File: src/rtl/updown_counter_nbit.sv
// Programmable up/down counter with prescaler, synchronous load, wrap/saturate mode, tc pulse and sticky ovf.
// Latency: count, tc and ovf update on the clock edge after the causing input sample (one cycle).
// Backpressure: none; en freezes the prescaler and the count, and load takes priority over stepping.
module updown_counter_nbit #(
    parameter int unsigned WIDTH     = 4,
    parameter int unsigned MAX_VAL   = 15,
    parameter int unsigned RESET_VAL = 0,
    parameter int unsigned PRESC_DIV = 1
) (
    input  logic             clk,
    input  logic             rst,
    input  logic             en,
    input  logic             up_dn,
    input  logic             sat_mode,
    input  logic             load,
    input  logic [WIDTH-1:0] load_val,
    input  logic             ovf_clr,
    output logic [WIDTH-1:0] count,
    output logic             tc,
    output logic             ovf
);

    // The prescaler needs at least one bit, even when it divides by one.
    localparam int unsigned      PW         = (PRESC_DIV > 1) ? $clog2(PRESC_DIV) : 1;
    localparam logic [WIDTH-1:0] MAX_C      = WIDTH'(MAX_VAL);
    localparam logic [WIDTH-1:0] RESET_C    = WIDTH'(RESET_VAL);
    localparam logic [PW-1:0]    PRESC_LAST = PW'(PRESC_DIV - 1);

    logic [PW-1:0]    presc_q, presc_d;
    logic [WIDTH-1:0] count_q, count_d;
    logic             tc_q, tc_d;
    logic             ovf_q, ovf_d;
    logic             tick;
    logic             boundary;

    // A step is due on an enabled cycle where the prescaler is at its last value.
    assign tick = en && (presc_q == PRESC_LAST);

    // Next-state logic: load beats step, step beats hold; the limits are tested
    // before any add or subtract so no value outside 0..MAX_VAL is ever formed.
    always_comb begin
        presc_d  = presc_q;
        count_d  = count_q;
        boundary = 1'b0;
        if (load) begin
            count_d = (load_val > MAX_C) ? MAX_C : load_val;
            presc_d = '0;
        end else if (en) begin
            presc_d = tick ? '0 : presc_q + PW'(1);
            if (tick) begin
                if (up_dn) begin
                    if (count_q == MAX_C) begin
                        boundary = 1'b1;
                        count_d  = sat_mode ? MAX_C : '0;
                    end else begin
                        count_d = count_q + WIDTH'(1);
                    end
                end else begin
                    if (count_q == '0) begin
                        boundary = 1'b1;
                        count_d  = sat_mode ? '0 : MAX_C;
                    end else begin
                        count_d = count_q - WIDTH'(1);
                    end
                end
            end
        end
        // tc is a one-cycle pulse; a boundary event sets ovf and wins over a clear.
        tc_d  = boundary;
        ovf_d = boundary ? 1'b1 : (ovf_clr ? 1'b0 : ovf_q);
    end

    // State registers with synchronous reset; reset also drops partial prescaler progress.
    always_ff @(posedge clk) begin
        if (rst) begin
            presc_q <= '0;
            count_q <= RESET_C;
            tc_q    <= 1'b0;
            ovf_q   <= 1'b0;
        end else begin
            presc_q <= presc_d;
            count_q <= count_d;
            tc_q    <= tc_d;
            ovf_q   <= ovf_d;
        end
    end

    assign count = count_q;
    assign tc    = tc_q;
    assign ovf   = ovf_q;

endmodule

File: config.mk
export PLATFORM = sky130hd
export DESIGN_NAME = updown_counter_nbit
export DESIGN_NICKNAME = d
export VERILOG_FILES = /design/src/rtl/updown_counter_nbit.sv
export SDC_FILE = /design/constraint.sdc
export NUM_CORES = 1
export LEC_CHECK = 0
export CAP_MARGIN = 15
export CORE_AREA = 2 2 39 41
export DETAILED_ROUTE_END_ITERATION = 7
export DIE_AREA = 0 0 41 43
export PLACE_DENSITY_LB_ADDON = 0.15
export SYNTH_ARGS = -nofsm -noshare
export SYNTH_HDL_FRONTEND = slang
export SYNTH_SLANG_ARGS = --single-unit
File: constraint.sdc
create_clock -name clk -period 2.2 [get_ports clk]
set_input_delay 0.22 -clock clk [delete_from_list [all_inputs] [get_ports clk]]
set_output_delay 0.22 -clock clk [all_outputs]
set_load 0.02 [all_outputs]
==> impl_metrics.env <==
export IMPL_outcome="finished clean"
export IMPL_cpPeakStageDelay_ps=510
export IMPL_path_class="reg -> reg"
export IMPL_synth_flop_cell="dfxtp_1"
export IMPL_max_vdd_ir_drop_v=0.000322
export IMPL_cp_start_kind="flop"
export IMPL_synth_compound_area_share_pct=31.9
export IMPL_fin_util_pct=52.4
export IMPL_drtPass1Iterations=2
export IMPL_holdCritStartpoint="presc_q"
export IMPL_die_h_um=43
export IMPL_numClockSinks=7
export IMPL_tns_ps=0
export IMPL_fin_crit_sh_pct=84.9
export IMPL_cp_required_ps=2340
export IMPL_routed_via_density=5.53
export IMPL_path_buf_inv=1
export IMPL_synth_edf_count=0
export IMPL_drtIter0Drc=12
export IMPL_period_minus_slack_ps=1870
export IMPL_crit_path_max_fanout=6
export IMPL_portBuffers=16
export IMPL_drtAntennaViolNets=0
export IMPL_layout_commonest_cell="clkdlybuf4s50_1"
export IMPL_hold_slack_ps=472
export IMPL_ys_seq_area_share_pct=26.7
export IMPL_timing_final_ws_setup_ps=332
export IMPL_yosys_area_share_adder_pct=4.76
export IMPL_dp_slack_ps=334
export IMPL_syn_area_um2=526
export IMPL_syn_inst=65
export IMPL_antenna_found_initial=0
export IMPL_hold_class="reg -> reg"
export IMPL_critPathTopFamily="simple AND/OR/NAND/NOR gates"
export IMPL_syn_to_final_growth_pct=37.9
export IMPL_cap_violations=0
export IMPL_synth_warnings=0
export IMPL_antenna_cells=0
export IMPL_die_area_um2=1760
export IMPL_cts_root_buffer="clkbuf_4"
export IMPL_layout_common_cells="clkdlybuf4s50_1 (16), dfxtp_1 (7), inv_1 (5), nor2_1 (5), a21oi_1 (5)"
export IMPL_grt_pass1_vias=474
export IMPL_crit_arrival_ps=2010
export IMPL_gp_congestion=0.736
export IMPL_pin_count=17
export IMPL_cp_end_kind="flop"
export IMPL_routedWlPerCell_um=13.1
export IMPL_rsz0062_at_grt="false"
export IMPL_max_freq_ghz=0.535
export IMPL_dieWidth_um=41
export IMPL_cts_htree_levels=1
export IMPL_rows=14
export IMPL_grt_max_degree=13
export IMPL_dp_hpwl_um=1010
export IMPL_grt_pass1_wl_um=2010
export IMPL_crit_chain="inv_1, ha_1, or4b_4, mux2_4, o21a_1, o31a_1"
export IMPL_path_clk_slew_ps=50
export IMPL_syn_avg_cell_area_um2=8.08
export IMPL_cts_setup_buffers=0
export IMPL_clock_latency_ps=250
export IMPL_vias=553
export IMPL_p_per_area_nw_per_um2=531
export IMPL_synth_xor_area_share_pct=0
export IMPL_ys_seq_elements=7
export IMPL_numCtsBuffers=3
export IMPL_p_leak_nw=0.272
export IMPL_crit_start="count[0]"
export IMPL_wl_um=1310
export IMPL_total_power_w=0.000385
export IMPL_worstMarginPinSlew_ps=296
export IMPL_clk_path_buf_depth=2
export IMPL_cts_tree="yes"
export IMPL_slowest_stage="or4b_4"
export IMPL_initial_core_util_pct=38.0
export IMPL_ys_async_sr_fraction_pct=0
export IMPL_syn_nets=78
export IMPL_drive_gt1_share_pct=10.7
export IMPL_fin_nets=98
export IMPL_hold_violations=0
export IMPL_synth_top_family_by_area="compound AO/OA/AOI/OAI gates"
export IMPL_core_area_um2=1380
export IMPL_synth_cell_types=32
export IMPL_maxSlewViolCount=0
export IMPL_cts_hold_buf=0
export IMPL_reg2reg_from="count[0]"
export IMPL_setup_viol=0
export IMPL_drc=0
export IMPL_finalClockSkew_ps=2.11
export IMPL_yosys_area_share_simple_pct=22.6
export IMPL_slew_headroom_pct=80.1
export IMPL_cts_resized=0
export IMPL_muxShareOfSynthArea_pct=4.76
export IMPL_grt_util_all_layers_pct=17.3
export IMPL_grt_overflow_total=0
## layout make-up
cell class | instances | area (um^2)
Fill cell | 150 | 659
Multi-Input combinational cell | 49 | 337
Timing Repair Buffer | 19 | 183
Sequential cell | 7 | 140
Clock buffer | 4 | 26.3
Tap cell | 16 | 20.0
Inverter | 5 | 18.8
## final timing paths
path / to / slack [ps] / depth (start not counted)
max: count[0] / 330 / 6
min reg2reg: presc_q / 470 / 1
max reg2reg: count[0] / 330 / 6
min: presc_q / 470 / 1
## flip-flops by register name, summed over array words and instances (netlist names)
| name | cells |
|---|---|
| count | 4 |
| ovf | 1 |
| presc_q | 1 |
| tc | 1 |
## per-layer routing
layer | vias up | part of all wire (%) | global-route usage, %
li1 | 284 | - | -
met1 | 255 | 50 | 22.3
met2 | 12 | 45 | 22.5
met3 | 2 | 4.3 | 3.66
met4 | 0 | 1.3 | 16.0
met5 | - | 0 | 0
## synthesized netlist by cell type, types with 2 or more instances
| cell type | n | area, um^2 |
|---|---|---|
| clkbuf_1 | 2 | 7.51 |
| or3_1 | 2 | 12.5 |
| nand2_1 | 3 | 11.3 |
| dfxtp_1 | 7 | 140 |
| a22oi_1 | 2 | 15.0 |
| nand2b_1 | 3 | 18.8 |
| inv_1 | 5 | 18.8 |
| nand3_1 | 3 | 15.0 |
| a21oi_1 | 5 | 25.0 |
| a211oi_1 | 4 | 30.0 |
| nor2_1 | 5 | 18.8 |
| o21ai_0 | 2 | 10.0 |
| buf_6 | 2 | 22.5 |
| ha_1 | 2 | 25.0 |
## kinds of logic (layout without fill, tap and decap cells)
logic type      Yosys count  in the layout
buf+inv                   9             28
compound gates           24             24
mux                       2              2
fa+ha+maj                 2              2
simple gates             21             21
flops                     7              7
## stage by stage
step           std cells  cell area (um^2)
2_1_floorplan         65               526
3_3_place_gp          96               698
3_5_place_dp          96               698
4_1_cts              100               724
5_1_grt              100               724
6_report             100               724
## worst reg2reg max path, cell delays in order, from the launching register on
cell and delay, ps:
dfxtp_1 350, inv_1 90, ha_1 220, or4b_4 510, mux2_4 270, o21a_1 100, o31a_1 230
## report_power, final
group	switching, W	internal (W)
clock network	0.0000487	0.0000693
logic	0.0000603	0.0000641
registers	0.00000827	0.000134
Note: power is estimated with default switching activity, not from simulation.
